<file path="src/rtl/pipe_skid_reg.sv">
// rtl/pipe_skid_reg.sv - two-entry skid pipeline register with flush and saturating perf counters
// The upstream ready comes straight from a flop, so no combinational path runs from out_ready to in_ready.
module pipe_skid_reg #(
   parameter int WIDTH      = 64,
   parameter bit CLEAR_DATA = 1'b1,
   parameter int CNT_W      = 16
) (
   input  logic             clk,
   input  logic             reset,
   input  logic             flush,
   input  logic             csr_flush,
   input  logic             in_valid,
   output logic             in_ready,
   input  logic [WIDTH-1:0] in_data,
   output logic             out_valid,
   input  logic             out_ready,
   output logic [WIDTH-1:0] out_data,
   output logic [1:0]       level,
   output logic [CNT_W-1:0] stall_cnt,
   output logic [CNT_W-1:0] kill_cnt
);

   logic [1:0]       level_q, level_d;
   logic             in_ready_q;
   logic [WIDTH-1:0] main_q, main_d, skid_q, skid_d;
   logic [CNT_W-1:0] stall_q, kill_q;
   logic [CNT_W:0]   kill_sum;
   logic [1:0]       kill_amt;
   logic             in_fire, out_fire, stall, kill_all;

   assign out_valid = (level_q != 2'd0);
   assign out_data  = main_q;
   assign in_ready  = in_ready_q;
   assign level     = level_q;
   assign stall_cnt = stall_q;
   assign kill_cnt  = kill_q;

   assign in_fire  = in_valid & in_ready_q;
   assign out_fire = out_valid & out_ready;
   assign stall    = out_valid & ~out_ready;
   // csr_flush yields to backpressure; flush does not
   assign kill_all = flush | (csr_flush & ~stall);

   always_comb begin
      level_d = level_q;
      main_d  = main_q;
      skid_d  = skid_q;
      if (kill_all) begin
         level_d = 2'd0;
         if (CLEAR_DATA) begin
            main_d = '0;
            skid_d = '0;
         end
      end else begin
         case (level_q)
            2'd0: begin
               if (in_fire) begin
                  main_d  = in_data;
                  level_d = 2'd1;
               end
            end
            2'd1: begin
               if (in_fire && out_fire) begin
                  main_d = in_data;
               end else if (out_fire) begin
                  level_d = 2'd0;
               end else if (in_fire) begin
                  skid_d  = in_data;
                  level_d = 2'd2;
               end
            end
            default: begin
               if (out_fire) begin
                  main_d  = skid_q;
                  level_d = 2'd1;
               end
            end
         endcase
      end
   end

   // an entry leaving on the same edge as a csr_flush was delivered, not killed
   always_comb begin
      kill_amt = 2'd0;
      if (flush)
         kill_amt = level_q;
      else if (kill_all)
         kill_amt = level_q - {1'b0, out_fire};
   end

   assign kill_sum = {1'b0, kill_q} + (CNT_W+1)'(kill_amt);

   always_ff @(posedge clk or posedge reset) begin
      if (reset) begin
         level_q    <= 2'd0;
         in_ready_q <= 1'b1;
         main_q     <= '0;
         skid_q     <= '0;
         stall_q    <= '0;
         kill_q     <= '0;
      end else begin
         level_q    <= level_d;
         in_ready_q <= (level_d != 2'd2);
         main_q     <= main_d;
         skid_q     <= skid_d;
         if (stall && (stall_q != {CNT_W{1'b1}}))
            stall_q <= stall_q + 1'b1;
         kill_q     <= kill_sum[CNT_W] ? {CNT_W{1'b1}} : kill_sum[CNT_W-1:0];
      end
   end

   a_no_fire_when_full: assert property (@(posedge clk) disable iff (reset)
      !(in_fire && (level_q == 2'd2)));

endmodule

</file>
<file path="config.mk">
export PLATFORM = sky130hd
export DESIGN_NAME = pipe_skid_reg
export DESIGN_NICKNAME = d
export VERILOG_FILES = /design/src/rtl/pipe_skid_reg.sv
export SDC_FILE = /design/constraint.sdc
export NUM_CORES = 1
export LEC_CHECK = 0
export CAP_MARGIN = 20
export CORE_MARGIN = 1.5
export CORE_UTILIZATION = 45
export CTS_CLUSTER_DIAMETER = 80
export DETAILED_ROUTE_END_ITERATION = 16
export GPL_TIMING_DRIVEN = 0
export PLACE_DENSITY = 0.73
export SLEW_MARGIN = 5
export SYNTH_ARGS = -nofsm -noshare
export SYNTH_HDL_FRONTEND = slang
export SYNTH_SLANG_ARGS = --single-unit
</file>
<file path="constraint.sdc">
create_clock -name clk -period 7.8 [get_ports clk]
set_clock_uncertainty 0.05 [all_clocks]
set_input_delay 1.95 -clock clk [delete_from_list [all_inputs] [get_ports clk]]
set_output_delay 1.95 -clock clk [all_outputs]
set_load 0.005 [all_outputs]
</file>
==> run_results.csv <==
group,metric,value,unit
status,status,"complete, no violations",
final_layout,area_delta_synth_final,34.60,%
power,internal_power,1.594,mW
synthesis,synth-main-ff-cell,"dfrtp_1",
detailed_routing,wl_per_cell,16.63,um
floorplan,core_area,0.01652,mm2
final_layout,mostFrequentLayoutCells,"clkdlybuf4s50_1 (169), dfrtp_1 (162), nand2_1 (149)",
floorplan,die_area,0.01766,mm2
sta,slew_violations,0,
setup_path,path_cells,"clkdlybuf4s50_1 -> o21bai_2 -> buf_2 -> a21oi_1 -> nor2_1 -> ha_1 -> fa_1 -> and2_0 -> and3_1 -> buf_2 -> nand3_1 -> buf_2 -> nand2_1",
sta,fin_crit_sh,59.62,%
detailed_routing,firstDrtPassIters,4,
setup_path,cpMostUsedCell,"buf_2",
floorplan,io_pins,170,
placement,post-dp-hpwl,13070,um
power,total_power,2.125,mW
floorplan,placementRows,47,
placement,io_buffers,169,
detailed_routing,drtAntennaViolNets,0,
final_layout,drive_gt1_share,10.89,%
sta,hold_violations,0,
global_routing,grt_max_degree,87,
setup_path,start_kind,"primary input",
synthesis,synth_nets,820,
synthesis,yosysWarnings,0,
setup_path,arrival,4.90,ns
setup_path,path_buf_inv,4,
clock_tree,cts_max_level,4,
sta,relSlewSlack,56.72,%
sta,fin_crit,4.650,ns
setup_path,crit_family,"buffers and inverters",
worst_hold_path,min_path_type,"reg -> reg",
setup_path,max_stage_delay,0.47,ns
final_layout,fin_cells,1166,
final_layout,final_common_cell,"clkdlybuf4s50_1",
floorplan,die_w,132.9,um
synthesis,synth_cells,744,
power,p_leak,4.274,nW
final_layout,fin_util,61.85,%
clock_tree,clkLatencyLatePin,0.42,ns
synthesis,syn_area,0.007594,mm2
final_layout,final_cell_area,0.01022,mm2
job,drv_cap,0,
clock_tree,ctsResizeCount,0,
clock_tree,root_buffer,"clkbuf_16",
global_routing,grt_pass1_vias,5840,
worst_hold_path,hold_start,"skid_q[20]",
synthesis,synthDistinctLibCells,47,
setup_path,endpoint_kind,"flip-flop",
setup_path,ff2ff_setup_slack,4.32,ns
power,p_comb_share,14.3,%
final_layout,nNetsFinal,1009,
synthesis,synth-seq-area-share,53.73,%
setup_path,startpoint,"out_ready",
detailed_routing,post_drt_via_cell_ratio,5.183,
synthesis,synth_edf_count,0,
power,p_sw_share,24.97,%
synthesis,ys_ff_latch,163,
detailed_routing,initialDrtViolationCount,327,
sta,tightest_slew,0.6471,ns
global_routing,antenna_found_initial,0,
placement,dp.cells,1134,
final_layout,num_antenna_cells,0,
sta,setup_viol_count_final,0,
clock_tree,ctsLongestPathBuffers,2,
placement,finalWeightedCongestion,0.8022,
detailed_routing,routed_wl,19390,um
setup_path,worstPathRequired,8.05,ns
power,power_frac_seq,43.9,%
synthesis,synthArstFlopShare,100.0,%
power,power.density,207.9,mW/mm2
setup_path,criticalPathCategory,"in -> reg",
global_routing,grtUsageTotal,22.41,%
sta,rsz0062_at_grt,"false",
clock_tree,clock-sinks,163,
clock_tree,cts_buffers,17,
sta,clock.fmax,0.2150,GHz
setup_path,cp_slowest_cell,"clkdlybuf4s50_1",
synthesis,syn_avg_cell_area,10.21,um2
detailed_routing,drcViolationCount,0,
floorplan,start_util,45.95,%
power,peakVddDrop,151.9,uV
clock_tree,ctsHoldBuffers,0,
clock_tree,post-cts-setup-buffers,0,
floorplan,die_h,132.9,um
setup_path,worstReg2RegStart,"level[1]",
power,pwr-share-clk,41.8,%
clock_tree,clk_pin_slew,0.07,ns
global_routing,globalRouteOverflowTotal,0,
setup_path,cp_max_fo,10,
power,power.switching,0.5305,mW
detailed_routing,vias,6043,
global_routing,grt_pass1_wl,31110,um
placement,postPlaceCellArea,0.009595,mm2
clock_tree,cts_tree,"yes",
==> cell type report <==
cell class	count	area, um2
fillers	1381	6304
flip-flops and latches	163	4080
multi-input cells	520	3161
repair buffers	170	1719
clock buffers	19	442.9
plain buffers	54	326.6
well taps	220	275.3
clock inverters	13	182.7
inverters	7	33.78
==> sequential cells by signal (all words and copies together) (netlist names) <==
name / cells
out_data: 64
skid_q: 64
kill_cnt: 16
stall_cnt: 16
level: 2
in_ready: 1
==> stage by stage <==
stage	setup WS [ns]	hold WS, ns	setup TNS [ns]
2_1_floorplan	1.397	0.4458	0
5_1_grt	3.003	0.4826	0
6_report	3.150	0.4706	0
4_1_cts	3.166	0.4709	0
3_5_place_dp	2.731	0.4561	0
3_3_place_gp	-0.9892	0.4524	-158.26
==> cell families after synthesis <==
family,count (synthesis),synth area share (%)
simple gates,277,15.82
flops,163,53.73
compound gates,145,12.90
mux,70,9.277
buf+inv,61,4.647
xor+xnor,22,2.538
fa+ha+maj,6,1.088
==> synthesized netlist by cell type (2+ instances only) <==
cell type,n,share of area (%)
a211oi_1,50,4.9
a211oi_2,14,2.3
a21oi_1,69,4.5
and3_1,7,0.58
and4_1,2,0.23
buf_2,30,2.0
buf_4,9,0.89
buf_6,7,1.0
clkbuf_1,8,0.40
dfrtp_1,162,53
ha_1,5,0.82
inv_1,7,0.35
mux2_2,2,0.30
mux2i_1,67,8.8
nand2_1,149,7.4
nand2b_1,3,0.25
nand3_1,5,0.33
nand4_1,9,0.74
nor2_1,74,3.7
nor2b_1,2,0.16
nor3_1,11,0.72
nor4_1,3,0.25
o21ai_0,3,0.20
o21ai_1,2,0.13
or3_1,2,0.16
xnor2_1,7,0.81
xor2_1,15,1.7
==> metal layers <==
layer | GRT usage [%] | share of wire, %
met1 | 31.67 | 47
met2 | 34.61 | 47
met3 | 5.096 | 4.7
met4 | 6.532 | 1.3
met5 | 0 | 0
==> path summary, 6_finish.rpt <==
kind	depth (start not counted)	to
min reg2reg	2	skid_q[20]
min in group asynchronous	2	kill_cnt[3]
max reg2reg	15	kill_cnt[5]
max	13	kill_cnt[5]
max in group asynchronous	3	skid_q[45]
min	2	skid_q[20]
==> worst register-to-register path: stages, from the launching register on <==
cell and delay, ns:
dfrtp_1 0.39, buf_4 0.19, buf_4 0.21, or2_2 0.31, nand2_1 0.11, ha_1 0.24, mux2i_1 0.13, nor2_1 0.06
ha_1 0.22, fa_1 0.38, and2_0 0.27, and3_1 0.21, buf_2 0.15, nand3_1 0.13, buf_2 0.23, nand2_1 0.08
==> power groups by stage <==
stage	combinational [mW]	sequential [mW]	clock, mW
floorplan	0.132	0.944	0
global placement	0.298	0.947	0
detailed placement	0.305	0.948	0
CTS	0.307	0.933	0.904
global route	0.332	0.941	0.941
finish	0.304	0.933	0.889
No activity file was read; power rests on OpenSTA's default activity.
